### src/rtl/multicycle_controller.sv
// Multi-cycle MIPS control FSM: sequences fetch/decode/execute/memory/write-back
// for a shared-ALU, unified-memory datapath, stalling on mem_ready.
module multicycle_controller #(
  parameter int ALUOP_W  = 4,
  parameter int HALF_EN  = 1,
  parameter int WAIT_MAX = 0
) (
  input  logic               clk,
  input  logic               rst,
  input  logic [5:0]         opcode,
  input  logic [5:0]         funct,
  input  logic               alu_zero,
  input  logic               mem_ready,
  output logic               ir_write,
  output logic               pc_write,
  output logic [1:0]         pc_src,
  output logic               i_or_d,
  output logic               mem_read,
  output logic               mem_write,
  output logic               half,
  output logic               alu_src_a,
  output logic [1:0]         alu_src_b,
  output logic [ALUOP_W-1:0] alu_op,
  output logic               reg_write,
  output logic [1:0]         reg_dst,
  output logic [1:0]         mem_to_reg,
  output logic               retire,
  output logic               illegal,
  output logic               mem_timeout,
  output logic [3:0]         state
);

  typedef enum logic [3:0] {
    S_FETCH   = 4'd0,
    S_DECODE  = 4'd1,
    S_EXEC_R  = 4'd2,
    S_WB_R    = 4'd3,
    S_EXEC_I  = 4'd4,
    S_WB_I    = 4'd5,
    S_ADDR    = 4'd6,
    S_MEM_RD  = 4'd7,
    S_MEM_WR  = 4'd8,
    S_WB_MEM  = 4'd9,
    S_BRANCH  = 4'd10,
    S_JUMP    = 4'd11,
    S_JR      = 4'd12,
    S_TRAP    = 4'd13
  } state_t;

  localparam logic [5:0] OP_RTYPE = 6'b000000;
  localparam logic [5:0] OP_J     = 6'b000010;
  localparam logic [5:0] OP_JAL   = 6'b000011;
  localparam logic [5:0] OP_BEQ   = 6'b000100;
  localparam logic [5:0] OP_BNE   = 6'b000101;
  localparam logic [5:0] OP_ADDI  = 6'b001000;
  localparam logic [5:0] OP_SLTI  = 6'b001010;
  localparam logic [5:0] OP_ANDI  = 6'b001100;
  localparam logic [5:0] OP_LH    = 6'b100001;
  localparam logic [5:0] OP_LW    = 6'b100011;
  localparam logic [5:0] OP_SH    = 6'b101001;
  localparam logic [5:0] OP_SW    = 6'b101011;

  localparam logic [5:0] FN_SLL   = 6'b000000;
  localparam logic [5:0] FN_SRL   = 6'b000010;
  localparam logic [5:0] FN_JR    = 6'b001000;
  localparam logic [5:0] FN_JALR  = 6'b001001;
  localparam logic [5:0] FN_ADD   = 6'b100000;
  localparam logic [5:0] FN_SUB   = 6'b100010;
  localparam logic [5:0] FN_AND   = 6'b100100;
  localparam logic [5:0] FN_OR    = 6'b100101;
  localparam logic [5:0] FN_XOR   = 6'b100110;
  localparam logic [5:0] FN_NOR   = 6'b100111;
  localparam logic [5:0] FN_SLT   = 6'b101010;

  localparam logic [ALUOP_W-1:0] ALU_ADD = ALUOP_W'(1);
  localparam logic [ALUOP_W-1:0] ALU_SUB = ALUOP_W'(2);
  localparam logic [ALUOP_W-1:0] ALU_AND = ALUOP_W'(3);
  localparam logic [ALUOP_W-1:0] ALU_OR  = ALUOP_W'(4);
  localparam logic [ALUOP_W-1:0] ALU_XOR = ALUOP_W'(5);
  localparam logic [ALUOP_W-1:0] ALU_NOR = ALUOP_W'(6);
  localparam logic [ALUOP_W-1:0] ALU_SLT = ALUOP_W'(7);
  localparam logic [ALUOP_W-1:0] ALU_SLL = ALUOP_W'(8);
  localparam logic [ALUOP_W-1:0] ALU_SRL = ALUOP_W'(9);

  localparam int WAIT_W = (WAIT_MAX > 1) ? $clog2(WAIT_MAX + 1) : 1;

  state_t              state_q, state_d;
  logic                illegal_q, illegal_d;
  logic                timeout_q, timeout_d;
  logic [WAIT_W-1:0]   wait_q, wait_d;
  logic                wait_active;
  logic                r_alu_valid;
  logic [ALUOP_W-1:0]  r_alu_op;
  logic                is_link;

  always_ff @(posedge clk or posedge rst) begin
    if (rst) begin
      state_q   <= S_FETCH;
      illegal_q <= 1'b0;
      timeout_q <= 1'b0;
      wait_q    <= '0;
    end else begin
      state_q   <= state_d;
      illegal_q <= illegal_d;
      timeout_q <= timeout_d;
      wait_q    <= wait_d;
    end
  end

  always_comb begin
    r_alu_valid = 1'b1;
    r_alu_op    = ALU_ADD;
    case (funct)
      FN_ADD:  r_alu_op = ALU_ADD;
      FN_SUB:  r_alu_op = ALU_SUB;
      FN_AND:  r_alu_op = ALU_AND;
      FN_OR:   r_alu_op = ALU_OR;
      FN_XOR:  r_alu_op = ALU_XOR;
      FN_NOR:  r_alu_op = ALU_NOR;
      FN_SLT:  r_alu_op = ALU_SLT;
      FN_SLL:  r_alu_op = ALU_SLL;
      FN_SRL:  r_alu_op = ALU_SRL;
      default: r_alu_valid = 1'b0;
    endcase
  end

  // jal and jalr both write the return address to r31 in their single retire cycle.
  assign is_link = (state_q == S_JUMP) ? (opcode == OP_JAL) : (funct == FN_JALR);

  always_comb begin
    state_d     = state_q;
    illegal_d   = illegal_q;
    timeout_d   = timeout_q;
    wait_d      = '0;
    wait_active = 1'b0;
    ir_write    = 1'b0;
    pc_write    = 1'b0;
    pc_src      = 2'd0;
    i_or_d      = 1'b0;
    mem_read    = 1'b0;
    mem_write   = 1'b0;
    half        = 1'b0;
    alu_src_a   = 1'b0;
    alu_src_b   = 2'd0;
    alu_op      = '0;
    reg_write   = 1'b0;
    reg_dst     = 2'd0;
    mem_to_reg  = 2'd0;
    retire      = 1'b0;

    case (state_q)
      S_FETCH: begin
        mem_read    = 1'b1;
        alu_src_b   = 2'd1;
        alu_op      = ALU_ADD;
        wait_active = 1'b1;
        if (mem_ready) begin
          ir_write = 1'b1;
          pc_write = 1'b1;
          state_d  = S_DECODE;
        end
      end
      S_DECODE: begin
        alu_src_b = 2'd3;
        alu_op    = ALU_ADD;
        state_d   = S_TRAP;
        case (opcode)
          OP_RTYPE: begin
            if (r_alu_valid)                          state_d = S_EXEC_R;
            else if (funct == FN_JR || funct == FN_JALR) state_d = S_JR;
          end
          OP_ADDI, OP_ANDI, OP_SLTI: state_d = S_EXEC_I;
          OP_LW, OP_SW:              state_d = S_ADDR;
          OP_LH, OP_SH:              if (HALF_EN != 0) state_d = S_ADDR;
          OP_BEQ, OP_BNE:            state_d = S_BRANCH;
          OP_J, OP_JAL:              state_d = S_JUMP;
          default:                   state_d = S_TRAP;
        endcase
        if (state_d == S_TRAP) illegal_d = 1'b1;
      end
      S_EXEC_R: begin
        alu_src_a = 1'b1;
        alu_op    = r_alu_op;
        state_d   = S_WB_R;
      end
      S_WB_R: begin
        reg_write = 1'b1;
        reg_dst   = 2'd1;
        retire    = 1'b1;
        state_d   = S_FETCH;
      end
      S_EXEC_I: begin
        alu_src_a = 1'b1;
        alu_src_b = 2'd2;
        alu_op    = (opcode == OP_ANDI) ? ALU_AND :
                    (opcode == OP_SLTI) ? ALU_SLT : ALU_ADD;
        state_d   = S_WB_I;
      end
      S_WB_I: begin
        reg_write = 1'b1;
        retire    = 1'b1;
        state_d   = S_FETCH;
      end
      S_ADDR: begin
        alu_src_a = 1'b1;
        alu_src_b = 2'd2;
        alu_op    = ALU_ADD;
        state_d   = (opcode == OP_SW || opcode == OP_SH) ? S_MEM_WR : S_MEM_RD;
      end
      S_MEM_RD: begin
        mem_read    = 1'b1;
        i_or_d      = 1'b1;
        half        = (opcode == OP_LH);
        wait_active = 1'b1;
        if (mem_ready) state_d = S_WB_MEM;
      end
      S_MEM_WR: begin
        mem_write   = 1'b1;
        i_or_d      = 1'b1;
        half        = (opcode == OP_SH);
        wait_active = 1'b1;
        if (mem_ready) begin
          retire  = 1'b1;
          state_d = S_FETCH;
        end
      end
      S_WB_MEM: begin
        reg_write  = 1'b1;
        mem_to_reg = 2'd1;
        retire     = 1'b1;
        state_d    = S_FETCH;
      end
      S_BRANCH: begin
        alu_src_a = 1'b1;
        alu_op    = ALU_SUB;
        pc_src    = 2'd1;
        pc_write  = ((opcode == OP_BEQ) && alu_zero) || ((opcode == OP_BNE) && !alu_zero);
        retire    = 1'b1;
        state_d   = S_FETCH;
      end
      S_JUMP, S_JR: begin
        pc_write = 1'b1;
        pc_src   = (state_q == S_JUMP) ? 2'd2 : 2'd3;
        retire   = 1'b1;
        if (is_link) begin
          reg_write  = 1'b1;
          reg_dst    = 2'd2;
          mem_to_reg = 2'd2;
        end
        state_d = S_FETCH;
      end
      S_TRAP: state_d = S_TRAP;
      default: state_d = S_FETCH;
    endcase

    // Stall accounting; a late mem_ready beats the timeout because it skips this path.
    if (wait_active && !mem_ready) begin
      if (WAIT_MAX > 0 && wait_q == WAIT_W'(WAIT_MAX)) begin
        state_d   = S_TRAP;
        timeout_d = 1'b1;
      end else if (wait_q != {WAIT_W{1'b1}}) begin
        wait_d = wait_q + WAIT_W'(1);
      end else begin
        wait_d = wait_q;
      end
    end

    // A mem_ready seen while reset is held must not load PC/IR.
    if (rst) begin
      ir_write = 1'b0;
      pc_write = 1'b0;
    end
  end

  assign state       = state_q;
  assign illegal     = illegal_q;
  assign mem_timeout = timeout_q;

endmodule

### config.mk
export PLATFORM = sky130hd
export DESIGN_NAME = multicycle_controller
export DESIGN_NICKNAME = d
export VERILOG_FILES = /design/src/rtl/multicycle_controller.sv
export SDC_FILE = /design/constraint.sdc
export NUM_CORES = 1
export LEC_CHECK = 0
export ABC_AREA = 1
export CAP_MARGIN = 0
export CORE_MARGIN = 1.5
export CORE_UTILIZATION = 39
export CTS_BUF_LIST = sky130_fd_sc_hd__clkbuf_2
export DETAILED_ROUTE_END_ITERATION = 12
export PLACE_DENSITY = 0.87
export SLEW_MARGIN = 0
export SYNTH_ARGS = -nofsm -noshare
export SYNTH_HDL_FRONTEND = slang
export SYNTH_SLANG_ARGS = --single-unit
### constraint.sdc
create_clock -name clk -period 1.2 [get_ports clk]
set_input_delay 0.24 -clock clk [delete_from_list [all_inputs] [get_ports clk]]
set_output_delay 0.24 -clock clk [all_outputs]
set_load 0.01 [all_outputs]
==> insert_results.sql, run 1 <==
INSERT INTO impl_metrics (metric_group, metric, value, unit) VALUES
('sta', 'timing.worst_endpoint.kind', 'primary output', ''),
('sta', 'grt_repair_worst_endpoint', 'half', ''),
('run_status', 'failed_stage', '5_1_grt', ''),
('die', 'io_pins', '43', ''),
('run_status', 'status', 'aborted with a tool error', ''),
('cts', 'clockRootBuffer', 'clkbuf_2', ''),
('placed_design', 'placed_cell_area', '1840', 'um^2'),
('global_routing', 'grt_start_max_net_pins', '7', ''),
('die', 'floorplan.die.width', '52.5', 'um'),
('yosys', 'synth.top_cell.area_share', '17.3', '%'),
('cts', 'cts-root-to-sink-buffers', '2', ''),
('cts', 'sinks_on_clock_net', '5', ''),
('cts', 'h-tree-depth', '1', ''),
('die', 'initial_standard_cell_utilization_of_the_core', '42.4', '%'),
('die', 'die_height', '52.5', 'um'),
('cts', 'hold_buffers', '0', ''),
('yosys', 'postSynthNetCount', '190', ''),
('yosys', 'yosys.area.top_type', 'nand2_1', ''),
('placed_design', 'placement.io_buffers', '41', ''),
('die', 'num_rows', '17', ''),
('run_status', 'error', '[ERROR DPL-0038] Utilization greater than 100%, impossible to legalize', ''),
('yosys', 'synth.ff_latch_count', '5', ''),
('yosys', 'synth_cell_types', '29', ''),
('yosys', 'ys_seq_area_share', '13.1', '%'),
('placed_design', 'gp_congestion', '0.882', ''),
('cts', 'cts_inserted_buffers', '3', ''),
('yosys', 'netlist_top_cells_area', 'nand2_1 17%, dfrtp_1 13%, nor2_1 11%', ''),
('yosys', 'synthesis.area_per_instance', '5.49', 'um^2'),
('yosys', 'yosysWarningCount', '0', ''),
('yosys', 'synth_cells', '174', ''),
('placed_design', 'post-dp-hpwl', '3.00', 'mm'),
('placed_design', 'pre_cts_slack', '-1050', 'ps'),
('yosys', 'syn-cell-area', '956', 'um^2');
-- cell usage after synthesis --
cell      count
a21boi_0      1
nand3b_1      3
inv_1        25
a31o_2        1
nand4_1       4
nand2_2       5
a211oi_2      1
nand3_2       3
o21ai_1       1
nand3_1      14
a21oi_1       1
buf_4         1
nand2_1      44
a31oi_1       1
nor3_1        2
dfrtp_1       5
xor2_1        1
o21bai_1      1
o21ai_0       6
o22ai_1       1
o21ai_2       3
nor2_2        9
o211ai_1      1
a21oi_2       1
or2_2         1
nor2_4        4
inv_2         5
conb_1        1
nor2_1       28
-- per-stage QoR --
step	TNS, ps	instances	util (%)
3_5_place_dp	-19390	292	81.5
3_3_place_gp	-18470	292	81.5
4_1_cts	-11680	312	94.6
2_1_floorplan	-1450	174	-
-- what timing repair did --
action,CTS
setup endpoints to repair,31
resized for setup,212
pin swaps,35
buffers inserted,17
-- kinds of logic after synthesis --
group / count (synthesis) / synth area share, %
simple gates: 117 / 59.3
buf+inv: 31 / 12.6
other cells: 1 / 0.392
compound gates: 19 / 13.7
flops: 5 / 13.1
xor+xnor: 1 / 0.916
==> inputs of run 2 (changes only) <==
- CORE_AREA: default -> 2 2 63 65
- CORE_MARGIN: 1.5 -> default
- CORE_UTILIZATION: 39 -> default
- CTS_BUF_LIST: sky130_fd_sc_hd__clkbuf_2 -> default
- DIE_AREA: default -> 0 0 65 67
- PLACE_DENSITY: 0.87 -> default
- PLACE_DENSITY_LB_ADDON: default -> 0.15
- clock period: 1.2 -> 1.6 ns (I/O delays scaled with it)
==> run 2 against run 1 <==
The flow now finishes, with violations (setup timing). Synthesized cell count unchanged. Synthesized area unchanged.
==> insert_results.sql, run 2 <==
INSERT INTO impl_metrics (metric_group, metric, value, unit) VALUES
('die', 'die_height', '67', 'um'),
('yosys', 'synth.top_cell.area_share', '17.3', '%'),
('critical_path', 'crit-reg2reg-capture', 'state[3]', ''),
('critical_path', 'timing.critical_path.cells', 'nor2_4, inv_4, a31o_4, nor3_1, o21ai_1, buf_2', ''),
('global_routing', 'vias_in_the_first_global_route', '1414', ''),
('sta', 'period_share', '113', '%'),
('critical_path', 'reg2reg_depth', '10', ''),
('yosys', 'synthFlopType', 'dfrtp_1', ''),
('global_routing', 'initial_antenna_violation_count', '0', ''),
('routing', 'detail_route.vias_per_cell', '4.49', ''),
('run_status', 'status', 'finished with violations', ''),
('cts', 'worst_setup_hold_path_clk_slew', '40', 'ps'),
('critical_path', 'critPathRequiredTime', '1280', 'ps'),
('yosys', 'syn-cell-area', '956', 'um^2'),
('min_path', 'holdCritPathClass', 'input port to asynchronous set/reset pin', ''),
('sta', 'rsz0062_at_grt', 'true', ''),
('yosys', 'post_synth_edffs', '0', ''),
('cells_and_area', 'syn2layout_area_growth', '124', '%'),
('critical_path', 'timing.critical_path.slowest_stage_cell', 'dfrtp_2', ''),
('critical_path', 'setup.worst_path.end_class', 'output pin', ''),
('sta', 'worst_hold_slack', '424', 'ps'),
('power', 'cellInternalPower', '1.46', 'mW'),
('critical_path', 'timing.critical_path.depth', '6', ''),
('power', 'netSwitchingFraction', '43.9', '%'),
('yosys', 'yosysWarningCount', '0', ''),
('routing', 'drt-pass1-iter-count', '4', ''),
('global_routing', 'grt_start_max_net_pins', '7', ''),
('sta', 'final.setup.worst_slack', '-207', 'ps'),
('power', 'cellPowerDensity', '1220', 'nW/um^2'),
('job', 'number_of_max_cap_violations', '0', ''),
('yosys', 'postSynthNetCount', '190', ''),
('power', 'leakagePower', '1.12', 'nW'),
('yosys', 'yosys-top-cells-count', '44 x nand2_1, 28 x nor2_1, 25 x inv_1, 14 x nand3_1, 9 x nor2_2', ''),
('cells_and_area', 'antenna_cells_inserted', '0', ''),
('critical_path', 'start_kind', 'flip-flop', ''),
('cells_and_area', 'num-nets-final', '303', ''),
('sta', 'finalSetupViolCount', '20', ''),
('power', 'pwr-share-seq', '10.0', '%'),
('sta', 'final_period_minus_worst_setup_slack', '1810', 'ps'),
('sta', 'achievable-frequency', '554', 'MHz'),
('cells_and_area', 'layout-drive-gt1-share', '64.3', '%'),
('yosys', 'netlist_top_cells_area', 'nand2_1 17%, dfrtp_1 13%, nor2_1 11%', ''),
('global_routing', 'total_gr_overflow', '0', ''),
('die', 'num_rows', '22', ''),
('cells_and_area', 'mostFrequentLayoutCells', '56 x buf_4, 40 x nand2_1, 21 x nor2_4', ''),
('yosys', 'yosys.area.top_type', 'nand2_1', ''),
('yosys', 'synth.ff_latch_count', '5', ''),
('power', 'power.combinational.fraction', '80.8', '%'),
('die', 'fp.dieArea', '4360', 'um^2'),
('power', 'power.share.clock', '9.2', '%'),
('critical_path', 'critical_path_class', 'flip-flop to output pin', ''),
('power', 'power.net_switching', '1.14', 'mW'),
('sta', 'skew', '1.97', 'ps'),
('cts', 'clk_latency', '230', 'ps'),
('routing', 'routed-via-count', '1499', ''),
('yosys', 'ys_seq_area_share', '13.1', '%'),
('placed_design', 'placement.io_buffers', '41', ''),
('routing', 'detail_route.iter0.violations', '37', ''),
('cts', 'cts_inserted_buffers', '3', ''),
('yosys', 'synth_cells', '174', ''),
('critical_path', 'path_max_fanout', '6', ''),
('cts', 'cts_tree', 'built', ''),
('cts', 'cts-root-to-sink-buffers', '2', ''),
('cts', 'hold_buffers', '0', ''),
('die', 'floorplan.die.width', '65', 'um'),
('cts', 'clockRootBuffer', 'clkbuf_8', ''),
('placed_design', 'gp_congestion', '0.940', ''),
('run_status', 'failed_checks', 'setup timing', ''),
('cts', 'sinks_on_clock_net', '5', ''),
('cts', 'h-tree-depth', '1', ''),
('critical_path', 'critical_r2r_launch', 'state[3]', ''),
('global_routing', 'grtUsageTotal', '17.5', '%'),
('critical_path', 'crit_buf_inv', '2', ''),
('yosys', 'synth_async_sr_flop_share', '100', '%'),
('global_routing', 'grt_first_pass_wirelength', '5.89', 'mm'),
('critical_path', 'worst_path_largest_cell_delay', '440', 'ps'),
('yosys', 'synthesis.area_per_instance', '5.49', 'um^2'),
('yosys', 'synth_cell_types', '29', ''),
('cells_and_area', 'largest_register_ff_count', '4', ''),
('die', 'initial_standard_cell_utilization_of_the_core', '26.5', '%'),
('sta', 'timing.final.hold_violations', '0', ''),
('yosys', 'post-synth-top-count-cell', 'nand2_1', ''),
('cells_and_area', 'fillerInstances', '354', ''),
('critical_path', 'r2r_setup_slack', '120', 'ps'),
('sta', 'finalMaxSlewViolations', '0', ''),
('die', 'core', '3610', 'um^2'),
('routing', 'detail_route.wl_per_cell', '11.4', 'um'),
('cells_and_area', 'layout_commonest_cell', 'buf_4', ''),
('routing', 'ant_nets', '0', ''),
('routing', 'detail_route.drc_violations', '0', ''),
('placed_design', 'post-dp-hpwl', '2.72', 'mm'),
('critical_path', 'critPathArrivalTime', '1490', 'ps'),
('cells_and_area', 'fin_util', '59.4', '%'),
('routing', 'finalWirelength', '3.80', 'mm'),
('die', 'io_pins', '43', ''),
('critical_path', 'crit_path_leading_delay_family', 'flip-flops', ''),
('power', 'power.ir.vdd_worst', '0.474', 'mV');
==> run 2: cell counts after synthesis <==
No cell type changed its count.
==> run 2: layout make-up <==
| class | instances | area, um^2 | share of cell area (%) |
|---|---|---|---|
| Timing Repair Buffer | 109 | 852 | 39.8 |
| Multi-Input combinational cell | 138 | 935 | 43.6 |
| Tap cell | 48 | 60.1 | 2.80 |
| Clock buffer | 4 | 45.0 | 2.10 |
| Sequential cell | 5 | 130 | 6.07 |
| Inverter | 30 | 120 | 5.61 |
==> run 2: layer usage <==
metal	global-route usage, %	vias to the layer above	share of wire (%)
met5	0	-	0
met4	6.65	0	2.2
met3	1.69	11	4.8
met2	32.2	44	52
met1	20.9	665	41
li1	-	779	-
==> run 2: repair_timing <==
action,CTS,global route
resized for setup,158,54
setup buffers,12,7
setup endpoints to repair,26,25
pin swaps,14,14
==> run 2: how the worst max path moves through the flow <==
stage | to | slack (ps) | start
6_report | retire | -210 | state[3]
5_1_grt | pc_src[0] | -270 | state[2]
4_1_cts | pc_write | -220 | state[0]
3_5_place_dp | reg_write | -870 | funct[3]
3_3_place_gp | reg_write | -830 | funct[3]
2_1_floorplan | half | 30 | state[1]
==> run 2: worst register-to-register path, delay by kind of cell, from the launching register on <==
family | cells | cell delay (ps)
and+or+nand+nor | 4 | 330
DFF | 1 | 440
buffers and inverters | 4 | 450
AOI/OAI and AO/OA | 2 | 150
==> run 2: logic make-up (layout without fill, tap and decap cells) <==
family | Yosys count | after routing | synth area share [%]
AND/OR/NAND/NOR | 117 | 117 | 59.3
flip-flops | 5 | 5 | 13.1
other | 1 | 1 | 0.392
AO/OA/AOI/OAI | 19 | 19 | 13.7
XOR/XNOR | 1 | 1 | 0.916
buffers and inverters | 31 | 143 | 12.6
==> run 2: metrics by stage <==
stage	instances	worst slack [ps]	area [um^2]	TNS [ps]	total power, mW
after global routing	334	-274	2140	-3790	2.80
after global placement	311	-832	1800	-12060	1.85
after floorplan	174	26.8	965	0	0.878
after CTS	327	-216	2020	-2540	2.36
after detailed placement	311	-866	1800	-12030	1.85
final	334	-207	2140	-2460	2.61
==> run 2: power groups by stage <==
stage	Combinational [mW]	Clock, mW	Sequential, mW
after floorplan	0.645	0	0.233
after global placement	1.63	0	0.217
after detailed placement	1.63	0	0.218
after CTS	1.89	0.239	0.239
after global routing	2.28	0.254	0.266
final	2.11	0.241	0.260
(Power assumes the default switching activity.)
